<file path="config.mk">
export PLATFORM = sky130hd
export DESIGN_NAME = add_pipe
export DESIGN_NICKNAME = d
export VERILOG_FILES = /design/src/rtl/add_pipe.sv
export SDC_FILE = /design/constraint.sdc
export NUM_CORES = 1
export LEC_CHECK = 0
export ABC_AREA = 1
export CORE_MARGIN = 4
export CORE_UTILIZATION = 54
export CTS_CLUSTER_SIZE = 24
export DETAILED_ROUTE_END_ITERATION = 10
export PLACE_DENSITY_LB_ADDON = 0.15
export SETUP_SLACK_MARGIN = 0.2
export SLEW_MARGIN = 25
export SYNTH_ARGS = -nofsm -noshare
export SYNTH_HDL_FRONTEND = slang
export SYNTH_SLANG_ARGS = --single-unit
</file>
<file path="constraint.sdc">
create_clock -name clk -period 2 [get_ports clk]
set_input_delay 0.4 -clock clk [delete_from_list [all_inputs] [get_ports clk]]
set_output_delay 0.4 -clock clk [all_outputs]
set_load 0.005 [all_outputs]
</file>
<file path="src/rtl/add_pipe.sv">
`default_nettype none
// ============================================================================
// add_pipe : elastic pipelined signed adder/subtractor with saturation and
//            a saturating overflow-event counter.          rev 1.0
// ============================================================================
module add_pipe #(
  parameter int ARG_WIDTH = 32,
  parameter int RES_WIDTH = ARG_WIDTH + 1,
  parameter int STAGES    = 2,
  parameter int CNT_WIDTH = 16
) (
  input  logic                 clk,
  input  logic                 rst_n,
  input  logic                 arg_vld,
  output logic                 arg_rdy,
  input  logic [ARG_WIDTH-1:0] a,
  input  logic [ARG_WIDTH-1:0] b,
  input  logic                 sub,
  input  logic                 sat,
  output logic                 res_vld,
  input  logic                 res_rdy,
  output logic [RES_WIDTH-1:0] res,
  output logic                 ovf,
  output logic [CNT_WIDTH-1:0] ovf_cnt,
  input  logic                 cnt_clr
);

  localparam logic [RES_WIDTH-1:0] MAX_POS =
    {{(RES_WIDTH-ARG_WIDTH+1){1'b0}}, {(ARG_WIDTH-1){1'b1}}};
  localparam logic [RES_WIDTH-1:0] MIN_NEG = ~MAX_POS;
  localparam logic [CNT_WIDTH-1:0] CNT_MAX = '1;

  logic signed [ARG_WIDTH:0] a_ext;
  logic signed [ARG_WIDTH:0] b_ext;
  logic signed [ARG_WIDTH:0] b_op;
  logic signed [ARG_WIDTH:0] sum;
  logic                      ovf_in;
  logic [RES_WIDTH-1:0]      res_in;

  // One guard bit makes the sum exact; overflow is judged against ARG_WIDTH.
  always_comb begin
    a_ext  = {a[ARG_WIDTH-1], a};
    b_ext  = {b[ARG_WIDTH-1], b};
    b_op   = sub ? (~b_ext + (ARG_WIDTH+1)'(1)) : b_ext;
    sum    = a_ext + b_op;
    ovf_in = sum[ARG_WIDTH] ^ sum[ARG_WIDTH-1];
    if (sat && ovf_in) begin
      res_in = sum[ARG_WIDTH] ? MIN_NEG : MAX_POS;
    end else begin
      res_in = RES_WIDTH'(sum);
    end
  end

  logic [STAGES-1:0]    vld_q;
  logic [STAGES-1:0]    ovf_q;
  logic [RES_WIDTH-1:0] data_q  [STAGES];
  logic [STAGES-1:0]    load;
  logic [STAGES-1:0]    in_vld;
  logic [STAGES-1:0]    in_ovf;
  logic [RES_WIDTH-1:0] in_data [STAGES];

  generate
    for (genvar k = 0; k < STAGES; k++) begin : g_stage
      // Stage k can load unless it and every stage downstream are full and
      // the consumer is stalling; written flat to avoid a ripple chain.
      localparam logic [STAGES-1:0] BELOW = STAGES'((1 << k) - 1);
      assign load[k] = res_rdy || !(&(vld_q | BELOW));

      if (k == 0) begin : g_first
        assign in_vld[k]  = arg_vld;
        assign in_ovf[k]  = ovf_in;
        assign in_data[k] = res_in;
      end else begin : g_next
        assign in_vld[k]  = vld_q[k-1];
        assign in_ovf[k]  = ovf_q[k-1];
        assign in_data[k] = data_q[k-1];
      end
    end
  endgenerate

  always_ff @(posedge clk or negedge rst_n) begin
    if (!rst_n) begin
      vld_q <= '0;
      ovf_q <= '0;
      for (int i = 0; i < STAGES; i++) begin
        data_q[i] <= '0;
      end
    end else begin
      for (int i = 0; i < STAGES; i++) begin
        if (load[i]) begin
          vld_q[i] <= in_vld[i];
          if (in_vld[i]) begin
            data_q[i] <= in_data[i];
            ovf_q[i]  <= in_ovf[i];
          end
        end
      end
    end
  end

  assign arg_rdy = load[0];
  assign res_vld = vld_q[STAGES-1];
  assign res     = data_q[STAGES-1];
  assign ovf     = ovf_q[STAGES-1];

  // Clear wins over a same-cycle overflow delivery.
  always_ff @(posedge clk or negedge rst_n) begin
    if (!rst_n) begin
      ovf_cnt <= '0;
    end else if (cnt_clr) begin
      ovf_cnt <= '0;
    end else if (res_vld && res_rdy && ovf && (ovf_cnt != CNT_MAX)) begin
      ovf_cnt <= ovf_cnt + CNT_WIDTH'(1);
    end
  end

endmodule
`default_nettype wire

</file>
Word-level counts from Yosys, hierarchy flattened
Cells that the tools add are included.
- register bits: 86
- input port bits: 71
- output and inout bits: 52
- logic and storage cells: 30
- add/sub/neg operators: 3
- eq/ne operators: 1
- muxes and demuxes: 5
- bitwise gates (word level): 2
- reductions and logical operators: 12
- operators by type and width (cell ; number):
    33-bit two-way mux ; 3
    32-bit by 33-bit adder with 33-bit output ; 1
    33-bit by 2-bit adder with 33-bit output (second input constant) ; 1
    32-bit inverter with 33-bit output ; 1
    16-bit two-way mux ; 2
    16-bit by 1-bit adder with 16-bit output (second input constant) ; 1
    16-bit != test (second input constant) ; 1
    2-bit AND reduction ; 3
    1-bit logical AND ; 4
    1-bit logical NOT ; 2
    1-bit logical OR ; 2
    2-bit nonzero test ; 1
    1-bit XOR ; 1

Logic depth before layout (Yosys ltp)
- word-level depth: 7
- gate-level depth with buffers: 30
- gate-level depth less buffers: 29

Worst setup path after synthesis
No wires, ideal clock.
- path kind: input to register
- start point: input b[2]
- end point: register data_q[38] (netlist bit)
- setup time: 0.073 ns
- arrival: 3.196 ns
- data required time: 1.927 ns
- setup slack: -1.269 ns
- stages on the path: 27
- buffers on the path: 1
- cell sequence: nor2_1 nand2_1 nor2_1 nand3_1 nor3_2 nand3b_1 nor2_1 inv_1 nor2_4 nand3_1 nand3b_1 nand2_1 ha_1 a21oi_1 nand2_1 nand2_1 nand2_1 a21oi_1 nand2_1 nand2_1 nand2_2 nand2_2 nand2_2 nand2_4 buf_12 nand2_2 a21oi_2
- cells in the longest elaborated chain, start to end: 7
- elaborated cells on any way between the ends: 8
- classes of those cells: add/sub: 2; mux: 3; bitwise: 2; reduce/logical: 1
- RTL lines (element ; RTL line ; RTL):
    start, declared ; 17 ; input logic [ARG_WIDTH-1:0] b,
    32-bit inverter with 33-bit output ; 44 ; b_op = sub ? (~b_ext + (ARG_WIDTH+1)'(1)) : b_ext;
    33-bit by 2-bit adder with 33-bit output ; 44 ;
    33-bit two-way mux * ; 44 ;
    32-bit by 33-bit adder with 33-bit output * ; 45 ; sum = a_ext + b_op;
    1-bit XOR ; 46 ; ovf_in = sum[ARG_WIDTH] ^ sum[ARG_WIDTH-1];
    1-bit logical AND ; 47 ; if (sat && ovf_in) begin
    33-bit two-way mux * ; 47 ;
    end signal, assigned by index ; 93 ; data_q[i] <= in_data[i];
    end, declared ; 56 ; logic [RES_WIDTH-1:0] data_q [STAGES];
Every way passes the cells marked *; elsewhere a longest branch is shown, timed or not.
A chain may end at the register's enable or synchronous reset.

Worst setup path in the final report
- start point: input b[1]
- end point: register data_q[33] (netlist bit)
Same word-level chain as after synthesis.

==> metrics.yaml <==
status: "complete, but fails checks"
violations: "negative setup slack"
cp_max_fo: 6
power_density_nw_per_um2: 821
place_congestion: 0.910
netlist_area_um2: 6870
clock_latency_ps: 350
final_antenna_net_count: 0
hpwl_mm: 14.8
period_share: 1.81
rr_worst_depth: 14
synth_area_per_cell_um2: 7.50
crit_top_cell: "nand2_2"
synth.distinct_cells: 42
vdd_ir_drop_max_v: 0.000501
drv_cap: 0
cts_buffers: 9
drive_gt1_frac: 0.400
die_y_um: 121
dr.pass1.iters: 8
wl_per_cell_um: 19.5
dieWidth_um: 121
met3_usage: 0.0370
design_area_um2: 11100
swShare: 0.373
fmax_mhz: 277
fin_skew_ps: 10.5
initial_core_util: 0.562
cts_tree: "yes"
synth_area_leaders: "dfrtp_1, nand2_1, ha_1, nor2_1, mux2_2"
critPathLaunchType: "primary input"
die_area_um2: 14600
row_count: 40
rsz0062_at_grt: "yes"
synth_warnings: 0
fin_ws_ps: -1610
numPortBuffers: 122
grtUsageTotal: 0.288
finalHoldViolCount: 0
crit_required_ps: 2270
ys_ff_latch: 86
clock_sinks: 86
final_nets: 1366
synth_common_cells: "nand2_1, nor2_1, inv_1, dfrtp_1, a21oi_1"
first_iter_violations: 1090
finalCriticalPeriod_ps: 3610
grt_pass1_vias: 7295
finalSetupViolCount: 35
area_growth_pct: 61.1
via_count: 8186
synth-seq-area-share: 0.313
via_per_inst: 5.72
p_total_uw: 9080
tightest_slew_ps: 546
busiest_layer: "met2"
grt_max_degree: 41
antenna_found_initial: 0
p_leak_uw: 0.00536
dpl-instance-area_um2: 9520
drc: 0
grt-ovfl-total: 0
yosys.area.top_type: "dfrtp_1"
cpPeakStageDelay_ps: 360
grt_util_met1: 0.358
synth_cells: 915
synth_edf_count: 0
drt-total-wl_mm: 27.9
htreeDepth: 3
intPower_uw: 5700
end_kind: "flop"
drv_slew: 0
criticalPathCategory: "primary input to flop"
root_buffer: "clkbuf_16"
seqPwrFrac: 0.295
p_sw_uw: 3380
hold_class: "primary input to async pin"
yosysTopAreaCellShare: 0.313
cp.arrival_ps: 3880
async_flop_share: 1.00
crit_slowest_cell: "ha_1"
clock_path_buffers: 2
num_io_pins: 123
power.share.clock: 0.200
p_comb_frac: 0.505
n_antenna_cell: 0
use_met2: 0.511
coreArea_um2: 12200
synth_most_common_cell: "nand2_1"
grt_pass1_wl_mm: 33.9
max-slew-margin-rel: 0.632
synth_ff_type: "dfrtp_1"
syn-num-nets: 1022
path_clk_slew_ps: 70
-- critical path: cells and delay by family --
family / cells / cell delay, ps
xor+xnor: 1 / 70
buf+inv: 6 / 660
simple gates: 19 / 1820
compound gates: 3 / 570
fa+ha+maj: 1 / 360
-- final timing paths --
| kind | from | endpoint | slack [ps] |
|---|---|---|---|
| setup reg to reg | ovf_cnt[3] | ovf_cnt[7] | -10 |
| max in group asynchronous | rst_n | ovf_cnt[6] | 1350 |
| hold reg to reg | res[27] | res[27] | 500 |
| setup / recovery | b[1] | data_q[33] | -1610 |
| hold / removal | rst_n | data_q[37] | 30 |
| min in group clk | res[27] | res[27] | 500 |
-- repair_timing --
item / in CTS / in global routing
endpoints found under the setup margin: 47 / 50
buffers inserted: 35 / 19
cloned: 3 / 3
pin swaps: 47 / 69
hold buffers: 0 / 0
gates resized for setup: 93 / 123
-- kinds of logic (layout without fill, tap and decap cells) --
family          Yosys count  in the layout  share of synthesized area
fa+ha+maj                36             36                     0.0667
compound gates          129            129                      0.120
buf+inv                 140            489                      0.104
mux                      32             32                     0.0525
flops                    86             86                      0.313
xor+xnor                 54             54                     0.0689
simple gates            438            438                      0.274
-- area by class of cell --
| cell class | instances | area (um2) |
|---|---|---|
| fillers | 532 | 1150 |
| clock inverters | 5 | 65.1 |
| inverters | 91 | 344 |
| repair buffers | 382 | 3410 |
| flip-flops and latches | 86 | 2150 |
| clock buffers | 11 | 253 |
| well taps | 168 | 210 |
| multi-input cells | 689 | 4620 |
-- routing by layer --
metal / vias up / wire, um
li1: 3618 / -
met1: 3774 / 10200
met2: 610 / 13500
met3: 184 / 2520
met4: 0 / 1710
met5: - / 0
-- flip-flops by register name, summed over array words and instances (netlist names) --
signal   cells
data_q      33
res         33
ovf_cnt     16
ovf_q        2
vld_q        2
-- placed cells by master (no fill, tap or decap), drive strengths merged, types with 25 or more instances in the layout --
cell and n:
a21oi 79, o21ai 30, buf 262, nand2 266, xor2 33, mux2 32, clkdlybuf4s50 103, inv 92
nor2 113, dfrtp 86, ha 35, nand3 25
-- metrics by stage --
| step | hold slack (ps) | setup TNS (ps) | instances | setup WS [ps] | util |
|---|---|---|---|---|---|
| after floorplan | 104 | -40560 | 915 | -1230 | - |
| after global routing | 65.2 | -59560 | 1432 | -1820 | 0.906 |
| after detailed placement | 393 | -70520 | 1356 | -2120 | 0.780 |
| after global placement | 397 | -67730 | 1356 | -2040 | 0.780 |
| final | 31.1 | -51730 | 1432 | -1610 | 0.906 |
| after CTS | 34.9 | -44740 | 1410 | -1390 | 0.850 |
-- power by group through the flow --
stage	Sequential, uW	Clock [uW]	Combinational, uW
after floorplan	2460	0	2240
after global placement	2540	0	3530
after detailed placement	2580	0	3640
after CTS	2560	1740	3950
after global routing	2700	1880	4850
final	2670	1820	4590
No activity file was read; power rests on OpenSTA's default activity.
